`src/rtl/uart_mmio_pkg.sv`:
```
// uart_mmio_pkg: register offsets, CON bit positions and TX FSM states for the UART MMIO block
package uart_mmio_pkg;
    localparam logic [31:0] TXD_OFF = 32'd0;
    localparam logic [31:0] RXD_OFF = 32'd4;
    localparam logic [31:0] CON_OFF = 32'd8;
    localparam int CON_TX_BUSY     = 0;
    localparam int CON_HOLD_FULL   = 1;
    localparam int CON_RX_NONEMPTY = 2;
    localparam int CON_RX_FULL     = 3;
    localparam int CON_RX_OVF      = 4;
    localparam int CON_TX_OVF      = 5;
    localparam int CON_IE          = 8;
    typedef enum logic [1:0] {TX_IDLE, TX_LAUNCH, TX_WAIT_LO, TX_WAIT_HI} tx_state_e;
endpackage

```
`src/rtl/uart_rx_fifo.sv`:
```
// uart_rx_fifo: power-of-two byte FIFO; a pop frees a slot for a push in the same cycle, refused pushes raise drop
module uart_rx_fifo #(
    parameter int DEPTH = 4
) (
    input  logic       sysclk,
    input  logic       reset,
    input  logic       push,
    input  logic       pop,
    input  logic [7:0] din,
    output logic [7:0] head,
    output logic       full,
    output logic       empty,
    output logic       drop
);
    localparam int AW = $clog2(DEPTH);
    logic [7:0]    mem_q [DEPTH];
    logic [7:0]    mem_d [DEPTH];
    logic [AW-1:0] wr_q, wr_d, rd_q, rd_d;
    logic [AW:0]   cnt_q, cnt_d;
    logic          do_push, do_pop;
    assign empty = cnt_q == '0;
    assign full  = cnt_q == (AW+1)'(DEPTH);
    assign head  = mem_q[rd_q];
    // accept a push when a slot is free now or is freed by a pop on this edge
    always_comb begin
        do_pop  = pop & ~empty;
        do_push = push & (~full | do_pop);
        drop    = push & ~do_push;
        mem_d   = mem_q;
        if (do_push) mem_d[wr_q] = din;
        wr_d  = wr_q + AW'(do_push);
        rd_d  = rd_q + AW'(do_pop);
        cnt_d = cnt_q + (AW+1)'(do_push) - (AW+1)'(do_pop);
    end
    // storage and pointer registers
    always_ff @(posedge sysclk or negedge reset) begin
        if (!reset) begin
            mem_q <= '{default: '0};
            wr_q  <= '0;
            rd_q  <= '0;
            cnt_q <= '0;
        end else begin
            mem_q <= mem_d;
            wr_q  <= wr_d;
            rd_q  <= rd_d;
            cnt_q <= cnt_d;
        end
    end
endmodule

```
`src/rtl/uart_mmio.sv`:
```
// uart_mmio: CPU-bus UART controller (RX FIFO, one-deep TX holding, sender handshake); UART_MMIO_IRQ_EN adds ie/irq
module uart_mmio
    import uart_mmio_pkg::*;
#(
    parameter logic [31:0] BASE_ADDR = 32'h4000_0018,
    parameter int          RX_DEPTH  = 4
) (
    input  logic        sysclk,
    input  logic        reset,
    input  logic [31:0] addr,
    input  logic [31:0] wdata,
    input  logic        MemRead,
    input  logic        MemWrite,
    output logic [31:0] rdata,
    input  logic [7:0]  rx_data,
    input  logic        rx_status,
    output logic [7:0]  tx_data,
    output logic        tx_en,
    input  logic        tx_status,
    output logic        irq
);
    tx_state_e   state_q, state_d;
    logic [1:0]  rx_sync_q, rx_sync_d, tx_sync_q, tx_sync_d;
    logic        rx_prev_q, rx_prev_d;
    logic [7:0]  tx_data_q, tx_data_d, hold_q, hold_d;
    logic        hold_full_q, hold_full_d, rx_ovf_q, rx_ovf_d, tx_ovf_q, tx_ovf_d;
    logic        ie_q, irq_q, tx_ovf_set, tx_sync, rx_rise;
    logic        hit_txd, hit_rxd, hit_con, wr_txd, rd_rxd, wr_con;
    logic [7:0]  rx_head;
    logic        rx_full, rx_empty, rx_drop;
    logic [31:0] con;
    logic        unused_wdata;
    assign unused_wdata = ^wdata;
    assign hit_txd = addr == BASE_ADDR + TXD_OFF;
    assign hit_rxd = addr == BASE_ADDR + RXD_OFF;
    assign hit_con = addr == BASE_ADDR + CON_OFF;
    assign wr_txd  = MemWrite & hit_txd;
    assign rd_rxd  = MemRead & hit_rxd;
    assign wr_con  = MemWrite & hit_con;
    assign tx_sync = tx_sync_q[1];
    assign rx_rise = rx_sync_q[1] & ~rx_prev_q;
    assign tx_data = tx_data_q;
    assign irq     = irq_q;

    uart_rx_fifo #(.DEPTH(RX_DEPTH)) u_fifo (
        .sysclk(sysclk), .reset(reset), .push(rx_rise), .pop(rd_rxd), .din(rx_data),
        .head(rx_head), .full(rx_full), .empty(rx_empty), .drop(rx_drop)
    );

    // synchronizers, RX edge detect and sticky overflow flags (a same-cycle set beats the clear)
    always_comb begin
        rx_sync_d = {rx_sync_q[0], rx_status};
        tx_sync_d = {tx_sync_q[0], tx_status};
        rx_prev_d = rx_sync_q[1];
        rx_ovf_d  = (rx_ovf_q & ~(wr_con & wdata[CON_RX_OVF])) | rx_drop;
        tx_ovf_d  = (tx_ovf_q & ~(wr_con & wdata[CON_TX_OVF])) | tx_ovf_set;
    end

    // TX FSM: launch a byte, wait for the sender to go busy then idle, chain the holding byte
    always_comb begin
        state_d     = state_q;
        tx_data_d   = tx_data_q;
        hold_d      = hold_q;
        hold_full_d = hold_full_q;
        tx_ovf_set  = 1'b0;
        tx_en       = 1'b0;
        case (state_q)
            TX_IDLE: begin
                if (hold_full_q) begin
                    tx_data_d   = hold_q;
                    hold_full_d = 1'b0;
                    state_d     = TX_LAUNCH;
                end else if (wr_txd) begin
                    tx_data_d = wdata[7:0];
                    state_d   = TX_LAUNCH;
                end
            end
            TX_LAUNCH: begin
                tx_en   = 1'b1;
                state_d = TX_WAIT_LO;
            end
            TX_WAIT_LO: state_d = tx_sync ? TX_WAIT_LO : TX_WAIT_HI;
            TX_WAIT_HI: begin
                if (tx_sync && hold_full_q) begin
                    tx_data_d   = hold_q;
                    hold_full_d = 1'b0;
                    state_d     = TX_LAUNCH;
                end else if (tx_sync) begin
                    state_d = TX_IDLE;
                end
            end
            default: state_d = TX_IDLE;
        endcase
        if (wr_txd && (state_q != TX_IDLE || hold_full_q)) begin
            if (hold_full_q) begin
                tx_ovf_set = 1'b1;
            end else begin
                hold_d      = wdata[7:0];
                hold_full_d = 1'b1;
            end
        end
    end

    // status register and read-data mux
    always_comb begin
        con                  = '0;
        con[CON_TX_BUSY]     = state_q != TX_IDLE;
        con[CON_HOLD_FULL]   = hold_full_q;
        con[CON_RX_NONEMPTY] = ~rx_empty;
        con[CON_RX_FULL]     = rx_full;
        con[CON_RX_OVF]      = rx_ovf_q;
        con[CON_TX_OVF]      = tx_ovf_q;
        con[CON_IE]          = ie_q;
        rdata = hit_txd ? {24'b0, tx_data_q} :
                hit_rxd ? {24'b0, rx_empty ? 8'h00 : rx_head} :
                hit_con ? con : 32'b0;
    end

    // core state registers
    always_ff @(posedge sysclk or negedge reset) begin
        if (!reset) begin
            state_q     <= TX_IDLE;
            rx_sync_q   <= '0;
            tx_sync_q   <= '0;
            rx_prev_q   <= 1'b0;
            tx_data_q   <= '0;
            hold_q      <= '0;
            hold_full_q <= 1'b0;
            rx_ovf_q    <= 1'b0;
            tx_ovf_q    <= 1'b0;
        end else begin
            state_q     <= state_d;
            rx_sync_q   <= rx_sync_d;
            tx_sync_q   <= tx_sync_d;
            rx_prev_q   <= rx_prev_d;
            tx_data_q   <= tx_data_d;
            hold_q      <= hold_d;
            hold_full_q <= hold_full_d;
            rx_ovf_q    <= rx_ovf_d;
            tx_ovf_q    <= tx_ovf_d;
        end
    end

`ifdef UART_MMIO_IRQ_EN
    logic ie_d, irq_d;
    // interrupt enable and registered request
    always_comb begin
        ie_d  = wr_con ? wdata[CON_IE] : ie_q;
        irq_d = ie_q & (~rx_empty | rx_ovf_q);
    end
    // interrupt registers
    always_ff @(posedge sysclk or negedge reset) begin
        if (!reset) begin
            ie_q  <= 1'b0;
            irq_q <= 1'b0;
        end else begin
            ie_q  <= ie_d;
            irq_q <= irq_d;
        end
    end
`else
    assign ie_q  = 1'b0;
    assign irq_q = 1'b0;
`endif
endmodule

```
`config.mk`:
```
export PLATFORM = sky130hd
export DESIGN_NAME = uart_mmio
export DESIGN_NICKNAME = d
export VERILOG_FILES = /design/src/rtl/uart_mmio_pkg.sv /design/src/rtl/uart_rx_fifo.sv /design/src/rtl/uart_mmio.sv
export SDC_FILE = /design/constraint.sdc
export NUM_CORES = 1
export LEC_CHECK = 0
export ABC_AREA = 0
export CELL_PAD_IN_SITES_DETAIL_PLACEMENT = 1
export CELL_PAD_IN_SITES_GLOBAL_PLACEMENT = 2
export CORE_ASPECT_RATIO = 1.25
export CORE_MARGIN = 4
export CORE_UTILIZATION = 26
export CTS_CLUSTER_SIZE = 40
export DETAILED_ROUTE_END_ITERATION = 10
export PLACE_DENSITY_LB_ADDON = 0.1
export SYNTH_ARGS = -nofsm -noshare
export SYNTH_HDL_FRONTEND = slang
export SYNTH_HIERARCHICAL = 1
export SYNTH_SLANG_ARGS = --single-unit
```
`constraint.sdc`:
```
create_clock -name sysclk -period 4 [get_ports sysclk]
set_input_delay 1.2 -clock sysclk [delete_from_list [all_inputs] [get_ports sysclk]]
set_output_delay 1.2 -clock sysclk [all_outputs]
set_load 0.005 [all_outputs]
```
# Yosys cells after proc, flatten, opt, wreduce, memory -nomap -nowiden
# Cells that the tools add are included.
[op_classes] n_addsub=4 multipliers=0 div_mod_pow=0 order_cmp=3 n_eq_ne=10 shifts=0 n_mux=27 n_bitwise=23 n_reduce_logical=11
[op_table] cell="32-bit by 31-bit == test with 1-bit output (second input constant)" count=3
[op_table] cell="8-bit 2-to-1 mux" count=9
[op_table] cell="32-bit bitwise mux" count=1
[op_table] cell="8-bit binary-select mux with 2-bit select" count=1
[op_table] cell="8-bit demux with 2-bit select" count=1
[op_table] cell="8-bit case mux with 2 select lines" count=1
[op_table] cell="1-bit AND" count=11
[op_table] cell="2-bit 2-to-1 mux" count=4
[op_table] cell="2-bit case mux with 4 select lines" count=1
[op_table] cell="1-bit 2-to-1 mux" count=7
[op_table] cell="1-bit NOT" count=7
[op_table] cell="3-bit >= comparator (second input constant)" count=2
[op_table] cell="6-bit 2-to-1 mux" count=1
[op_table] cell="3-bit != test (second input constant)" count=2
[op_table] cell="2-bit NOT with 3-bit output" count=2
[op_table] cell="2-bit by 1-bit adder with 2-bit output" count=2
[op_table] cell="2-bit == test (second input constant)" count=2
[op_table] cell="2-bit AND reduction" count=2
[op_table] cell="2-bit nonzero test" count=2
[op_table] cell="3-bit by 1-bit adder with 3-bit output" count=1
[op_table] cell="3-bit == test (second input constant)" count=1
[op_table] cell="1-bit logical AND" count=3
[op_table] cell="3-bit logical NOT" count=1
[op_table] cell="3-bit by 1-bit less-than comparator with 1-bit output (second input constant)" count=1
[op_table] cell="other kinds (8)" count=10
[word_totals] reg_bits=65 latch_bits=0 ramBits=0 mem_bits_ro=0 inputBits=78 out_inout_bits=42 word_cells=94 mem_count=0

# Logic depth before layout (Yosys ltp)
# Gate-level depths: netlist of the first run.
[logic_depth] depth_word=8 mapped_depth=11

# Modules after synthesis
# Netlist of the first run, hierarchy kept.
[by_module_without_submodules] mod="uart_rx_fifo" n_inst=1 cells_per_inst=110 area_per_inst_um2=1811.7 seq_area_each_um2=975.9
[by_module_without_submodules] mod="uart_mmio" n_inst=1 cells_per_inst=152 area_per_inst_um2=1644.1 seq_area_each_um2=650.6

# Worst setup path before layout of the first run
# OpenSTA, ideal clock, no wires.
[synth_timing] path_type="input to output" from="input addr[28]" to="output rdata[2]" arrival_time_ns=3.011 t_required_ns=2.800 setup_slack_ns=-0.211 cell_stages=5 n_path_buf=0 cell_sequence="nor4b_1 -> nand4_1 -> or4b_2 -> nor3b_4 -> a221o_1"
[synth_via] elab_chain_len=4 elab_cells_between_ends=6 cone_classes="eq/ne (3); mux (3)"
[synth_rtl] item="start, declared" line="uart_mmio.sv:10" source="input logic [31:0] addr,"
[synth_rtl] item="32-bit by 31-bit == test with 1-bit output" line="uart_mmio.sv:36" source="assign hit_con = addr == BASE_ADDR + CON_OFF;"
[synth_rtl] item="6-bit 2-to-1 mux" line="uart_mmio.sv:116" source="hit_con ? con : 32'b0;"
[synth_rtl] item="8-bit 2-to-1 mux" line="uart_mmio.sv:115" source="hit_rxd ? {24'b0, rx_empty ? 8'h00 : rx_head} :"
[synth_rtl] item="8-bit 2-to-1 mux (*)" line="uart_mmio.sv:114" source="rdata = hit_txd ? {24'b0, tx_data_q} :"
[synth_rtl] item="end, declared" line="uart_mmio.sv:14" source="output logic [31:0] rdata,"
# Mark *: on every way between the ends. The rest lies on a longest branch, timed or not.

# Worst setup path in the final report of the first run
[layout_timing] from="input addr[1]" to="output rdata[3]"
# The elaborated chain is that of the path after synthesis.

==> run_results.csv, run 1 <==
group,metric,value,unit
worst_setup_path,critPathMaxFanout,3,
logic_synthesis,syn_area,3456,um2
job,maxCapViolations,0,
global_routing,antenna_found_initial,0,
timing,rsz0062_at_grt,"true",
cells_and_area,fillers,1401,
worst_setup_path,cp-start-kind,"input pin",
run_status,outcome,"finished, violations left",
placement,place.gp.congestion,0.7007,
logic_synthesis,synthArstFlopShare,100.0,%
clock_tree,cts_tree,"yes",
power_and_ir_drop,cellPowerDensity,588.3,nW/um2
clock_tree,postCtsHoldBufs,0,
routing,drt_iter0_drc,54,
logic_synthesis,syn_inst,262,
logic_synthesis,yosysUniqueCellTypes,49,
timing,min_period,4.216,ns
routing,routed_wl,9188,um
routing,wl_per_cell,17.01,um
timing,hold_viol,0,
cells_and_area,fin_nets,454,
logic_synthesis,yosysWarnings,6,
die,core_area,12830,um2
power_and_ir_drop,power.total,2.805,mW
timing,finalSetupTns,-1.454,ns
worst_setup_path,path_class,"input pin to output pin",
placement,place_hpwl,7067,um
placement,preCtsSetupSlack,-1.032,ns
die,die_h,136.9,um
worst_setup_path,worstPathRequired,2.80,ns
worst_setup_path,cp-end-kind,"output pin",
power_and_ir_drop,leakage,2.253,nW
clock_tree,clk_pin_slew_worst_paths,0.06,ns
cells_and_area,syn_to_final_growth,37.94,%
timing,setup_violations,8,
die,io_pins,120,
clock_tree,cts_buffers,9,
die,start_util,26.93,%
worst_setup_path,critPathArrivalTime,3.02,ns
global_routing,grt_remaining_overflow,0,
clock_tree,cts_max_level,3,
logic_synthesis,yosys_register_bits,65,
global_routing,grt_pass1_wl,14590,um
routing,drt_pass1_iterations,3,
routing,via_per_inst,4.502,
timing,worst_slew_pin_slew,1.086,ns
run_status,violations,"negative setup slack",
timing,worst_slack,-0.2162,ns
logic_synthesis,ys_seq_area_share,47.07,%
logic_synthesis,ys.flop_type,"dfrtp_1",
global_routing,grt_pass1_vias,2656,
routing,route.detailed.drc,0,
die,dieArea,15210,um2
logic_synthesis,synth-edff-count,0,
power_and_ir_drop,ir_drop,0.2359,mV
clock_tree,clk_latency,0.33,ns
clock_tree,cts_root_buf,"clkbuf_16",
die,rows,46,
global_routing,grt_max_degree,38,
die,die_x,111.1,um
logic_synthesis,syn_avg_cell_area,13.19,um2
timing,skew,0.004962,ns
timing,max_slew_margin,27.12,%
worst_hold_path,holdCritPathClass,"flip-flop to flip-flop",
cells_and_area,layout-drive-gt1-share,40.32,%
timing,timing.hold.ws,0.3489,ns
routing,num_vias,2431,
cells_and_area,antenna_cells,0,
worst_setup_path,r2r_slack,1.86,ns
placement,port_buffers,70,
timing,max_freq,0.2372,GHz
timing,finalCritPeriodShare,105.4,%
routing,ant_nets,0,
global_routing,grt_usage,12.53,%
timing,slew_viol_final,0,
clock_tree,clock_sinks,65,
clock_tree,clk_path_buf_depth,2,
synthesized netlist by cell type, drive strengths merged (5+ instances only):
cell type  instances  area share, %
nor2               7           0.76
nand2              6           0.65
inv                9           0.98
ha                 8            2.9
a21oi             10            1.4
nor4               6            1.1
mux2i              9            2.6
a21o               6            1.3
a22o               5            1.3
mux2              41             14
mux4               8            5.2
buf               30            6.7
a31oi              8            1.4
dfrtp             65             47
critical path, stage by stage:
cell and delay, ns:
buf_6 0.09, or4_4 0.53, or4b_4 0.53, nor3b_4 0.22
buf_6 0.13, buf_6 0.08, a21o_1 0.12, buf_2 0.11
cell families (layout without fill, tap and decap cells):
logic type / after synthesis / in the layout / share of synthesized area, %
muxes: 58 / 58 / 22.16
adders and majority gates: 9 / 9 / 3.476
and+or+nand+nor: 47 / 47 / 10.50
other: 1 / 25 / 0.1085
AOI/OAI and AO/OA: 38 / 38 / 7.893
buffers and inverters: 40 / 126 / 7.784
DFF: 65 / 65 / 47.07
xor gates and xnor gates: 4 / 4 / 1.014
cell type report:
type / instances / area [um2] / area share [%]
clock buffers: 10 / 239.0 / 5.013
clock inverters: 6 / 57.56 / 1.207
inverters: 9 / 33.78 / 0.7087
multi-input cells: 181 / 1762 / 36.96
flip-flops and latches: 65 / 1627 / 34.12
well taps: 168 / 210.2 / 4.409
repair buffers: 101 / 838.3 / 17.59
power breakdown:
group | total [mW] | switching (mW) | internal [mW]
clock | 0.787 | 0.292 | 0.495
sequential | 1.10 | 0.187 | 0.913
combinational | 0.918 | 0.382 | 0.536
total | 2.80 | 0.861 | 1.94
routing by layer:
layer  wire, um  part of all wire (%)  GRT usage [%]  vias up
li1           -                     -              -     1133
met1       3863                    42          14.87     1248
met2       4922                    54          22.77       42
met3        292                   3.2          2.698        8
met4        108                   1.2          3.854        0
met5          0                     0              0        -
flip-flops by register name, indices dropped and copies added (netlist names), 2 cells and up:
| register | flops |
|---|---|
| u_fifo/mem_q | 32 |
| u_fifo/rd_q | 2 |
| tx_sync_q | 2 |
| hold_q | 8 |
| u_fifo/cnt_q | 3 |
| tx_data | 8 |
| state_q | 2 |
| u_fifo/wr_q | 2 |
| rx_sync_q | 2 |
repair_timing:
| action | in CTS | in global routing |
|---|---|---|
| setup buffers | 7 | 1 |
| resized for setup | 114 | 16 |
| setup endpoints to repair | 17 | 9 |
| pin swaps | 18 | 13 |
| gates cloned | 0 | 0 |
stage by stage:
step | util (%) | cells | instance area, um2
after CTS | 37.08 | 539 | 4760
after global routing | 37.14 | 540 | 4767
final | 37.14 | 540 | 4767
after detailed placement | 34.93 | 517 | 4483
after floorplan | - | 286 | 3607
after global placement | 34.93 | 517 | 4483
path summary, 6_finish.rpt:
kind | startpoint | depth (start not counted) | end
max in group asynchronous | reset | 2 | u_fifo/mem_q[19]
max reg2reg | u_fifo/cnt_q[1] | 7 | u_fifo/cnt_q[2]
min | tx_sync_q[0] | 0 | tx_sync_q[1]
max | addr[1] | 8 | rdata[3]
min in group asynchronous | reset | 2 | state_q[0]
min reg2reg | tx_sync_q[0] | 0 | tx_sync_q[1]
cells in the final DEF, fill, tap and decap left out, types with 4 or more instances in the layout:
cell,synthesis,final
a31oi_1,8,8
nand2_1,6,6
mux2i_1,9,9
mux4_2,8,8
dfrtp_1,65,65
clkbuf_2,0,6
ha_1,8,8
nor2_1,7,6
buf_6,3,5
conb_1,1,25
a21o_1,6,6
clkinv_2,0,4
a21oi_1,10,8
clkdlybuf4s15_1,0,5
mux2_2,32,32
clkbuf_16,0,9
buf_4,25,25
inv_1,9,9
clkdlybuf4s50_1,0,30
a22o_1,5,5
mux2_4,9,9
buf_2,2,22
(Power assumes the default switching activity.)
==> inputs of run 2 (changes only) <==
--- a/config.mk
+++ b/config.mk
@@ -14,6 +14,7 @@
 export CTS_CLUSTER_SIZE = 40
 export DETAILED_ROUTE_END_ITERATION = 10
 export PLACE_DENSITY_LB_ADDON = 0.1
+export SKIP_CTS_REPAIR_TIMING = 1
 export SYNTH_ARGS = -nofsm -noshare
 export SYNTH_HDL_FRONTEND = slang
 export SYNTH_HIERARCHICAL = 1
==> run 2 against run 1 <==
The run still ends with negative setup slack left. Worst hold slack about the same. First-iteration DRC count down 19%. Power up 0.14%. Sequential cell count unchanged. Sequential power about the same. Register-to-register slack about the same. Fmax down 0.12%. Core utilization up 0.19 points. Combinational power up 0.4%. Clock-buffer cell count unchanged. Global-route usage down 0.20 points. Via count down 1.1%. Critical path type unchanged.
==> run_results.csv, run 2 (synthesis gave the netlist of run 1 again) <==
group,metric,value,unit
worst_setup_path,r2r_end,"u_fifo/cnt_q[2]",
timing,skew,0.007328,ns
placement,place_hpwl,7067,um
placement,dp.cells,517,
worst_setup_path,r2r_slack,1.85,ns
worst_setup_path,reg2regPathDepth,7,
power_and_ir_drop,power.total,2.809,mW
die,core_area,12830,um2
cells_and_area,instances_no_fill,536,
routing,routed_wl,9245,um
timing,finalCritPeriodShare,105.5,%
global_routing,grt_usage,12.33,%
timing,timing.hold.ws,0.3490,ns
worst_setup_path,critPathTopFamily,"simple AND/OR/NAND/NOR gates",
cells_and_area,largest_reg_flops,32,
worst_setup_path,worstPathRequired,2.80,ns
placement,port_buffers,70,
die,io_pins,120,
clock_tree,cts_root_buf,"clkbuf_16",
cells_and_area,final_area,4791,um2
cells_and_area,final_util,37.33,%
global_routing,grt_max_degree,38,
placement,postPlaceCellArea,4483,um2
worst_setup_path,critPathArrivalTime,3.02,ns
clock_tree,clock_sinks,65,
cells_and_area,layout-drive-gt1-share,37.50,%
worst_hold_path,holdCritPathClass,"flip-flop to flip-flop",
worst_setup_path,crit_path_max_incr_delay,0.54,ns
routing,via_per_inst,4.487,
timing,rsz0062_at_grt,"true",
cells_and_area,regMostFlops,"u_fifo/mem_q",
cells_and_area,final_common_cell,"dfrtp_1",
clock_tree,clk_path_buf_depth,2,
worst_setup_path,worstPathBufferInverterCount,3,
die,die_x,111.1,um
timing,max_freq,0.2369,GHz
worst_setup_path,r2r-start,"u_fifo/cnt_q[1]",
cells_and_area,final_cell_mix,"65 x dfrtp_1, 32 x mux2_2, 31 x clkdlybuf4s50_1",
timing,max_slew_margin,26.98,%
clock_tree,cts_max_level,3,
timing,hold_viol,0,
worst_setup_path,cp-start-kind,"input pin",
job,maxCapViolations,0,
cells_and_area,fin_nets,450,
power_and_ir_drop,ir_drop,0.2360,mV
clock_tree,cts_tree,"yes",
run_status,outcome,"finished, violations left",
timing,worst_slew_pin_slew,1.088,ns
routing,drt_iter0_drc,44,
worst_setup_path,cp-startpoint,"addr[1]",
global_routing,antenna_found_initial,0,
die,start_util,26.93,%
worst_setup_path,cp.depth,8,
routing,route.detailed.drc,0,
routing,drt_pass1_iterations,4,
run_status,violations,"negative setup slack",
clock_tree,cts_buffers,9,
worst_setup_path,path_class,"input pin to output pin",
clock_tree,clk_latency,0.33,ns
worst_setup_path,cp-end-kind,"output pin",
die,dieArea,15210,um2
timing,slew_viol_final,0,
global_routing,grt_pass1_vias,2591,
timing,setup_violations,8,
routing,num_vias,2405,
worst_setup_path,critPathMaxFanout,8,
timing,worst_slack,-0.2212,ns
routing,ant_nets,0,
die,die_h,136.9,um
worst_setup_path,path_cells,"clkbuf_2 > or4_4 > or4_4 > nor3_4 > buf_12 > a22o_1 > a21o_1 > buf_2",
timing,min_period,4.221,ns
die,rows,46,
routing,wl_per_cell,17.25,um
power_and_ir_drop,cellPowerDensity,586.3,nW/um2
worst_setup_path,cp_slowest_cell,"or4_4",
worst_setup_path,critPathMostFrequentCell,"or4_4",
cells_and_area,syn_to_final_growth,38.63,%
global_routing,grt_remaining_overflow,0,
global_routing,grt_pass1_wl,14320,um
placement,place.gp.congestion,0.7007,
worst_setup_path,crit_end,"rdata[5]",
power_and_ir_drop,leakage,2.350,nW
cells_and_area,antenna_cells,0,
clock_tree,clk_pin_slew_worst_paths,0.05,ns
==> run 2: cell types whose count changed in the layout (fill, tap and decap cells not counted) <==
| cell | delta |
|---|---|
| buf_4 | -1 |
| clkdlybuf4s15_1 | -5 |
| clkdlybuf4s50_1 | +1 |
| nor2_2 | -1 |
| dlygate4sd2_1 | -3 |
| nor2_1 | +1 |
| clkbuf_2 | +8 |
| dlymetal6s2s_1 | +14 |
| buf_2 | -14 |
| buf_6 | -4 |
==> run 2: final cells by class <==
type | instances | area [um2]
clock inverters | 6 | 57.56
repair buffers | 97 | 864.6
fillers | 1391 | 8044
flip-flops and latches | 65 | 1627
inverters | 9 | 33.78
clock buffers | 10 | 239.0
multi-input cells | 181 | 1759
well taps | 168 | 210.2
==> run 2: per-layer routing <==
layer | vias up | global-route usage, % | routed length [um]
met5 | - | 0 | 0
met4 | 0 | 3.854 | 85
met3 | 6 | 2.698 | 291
met2 | 42 | 22.17 | 4976
met1 | 1237 | 14.79 | 3893
li1 | 1120 | - | -
==> run 2: metrics by stage <==
step / setup WS (ns) / setup TNS, ns
2_1_floorplan: -0.03016 / -0.1310
5_1_grt: -0.2840 / -1.892
6_report: -0.2212 / -1.421
4_1_cts: -1.040 / -8.441
3_3_place_gp: -1.021 / -17.76
3_5_place_dp: -1.032 / -18.83
==> run 2: worst min-delay path by stage <==
stage               cells past startpoint  slack (ns)      endpoint         start
global placement                        0        0.33  rx_sync_q[1]  rx_sync_q[0]
finish                                  0        0.35  rx_sync_q[1]  rx_sync_q[0]
global route                            0        0.36  tx_sync_q[1]  tx_sync_q[0]
floorplan                               0        0.33  rx_sync_q[1]  rx_sync_q[0]
detailed placement                      0        0.34  tx_sync_q[1]  tx_sync_q[0]
CTS                                     0        0.35  tx_sync_q[1]  tx_sync_q[0]
==> run 2: power breakdown <==
group	leakage [nW]	switching (mW)	total, mW	internal, mW
registers	0.790	0.187	1.10	0.913
logic	1.41	0.383	0.922	0.539
clock network	0.148	0.292	0.786	0.495
total	2.35	0.862	2.81	1.95
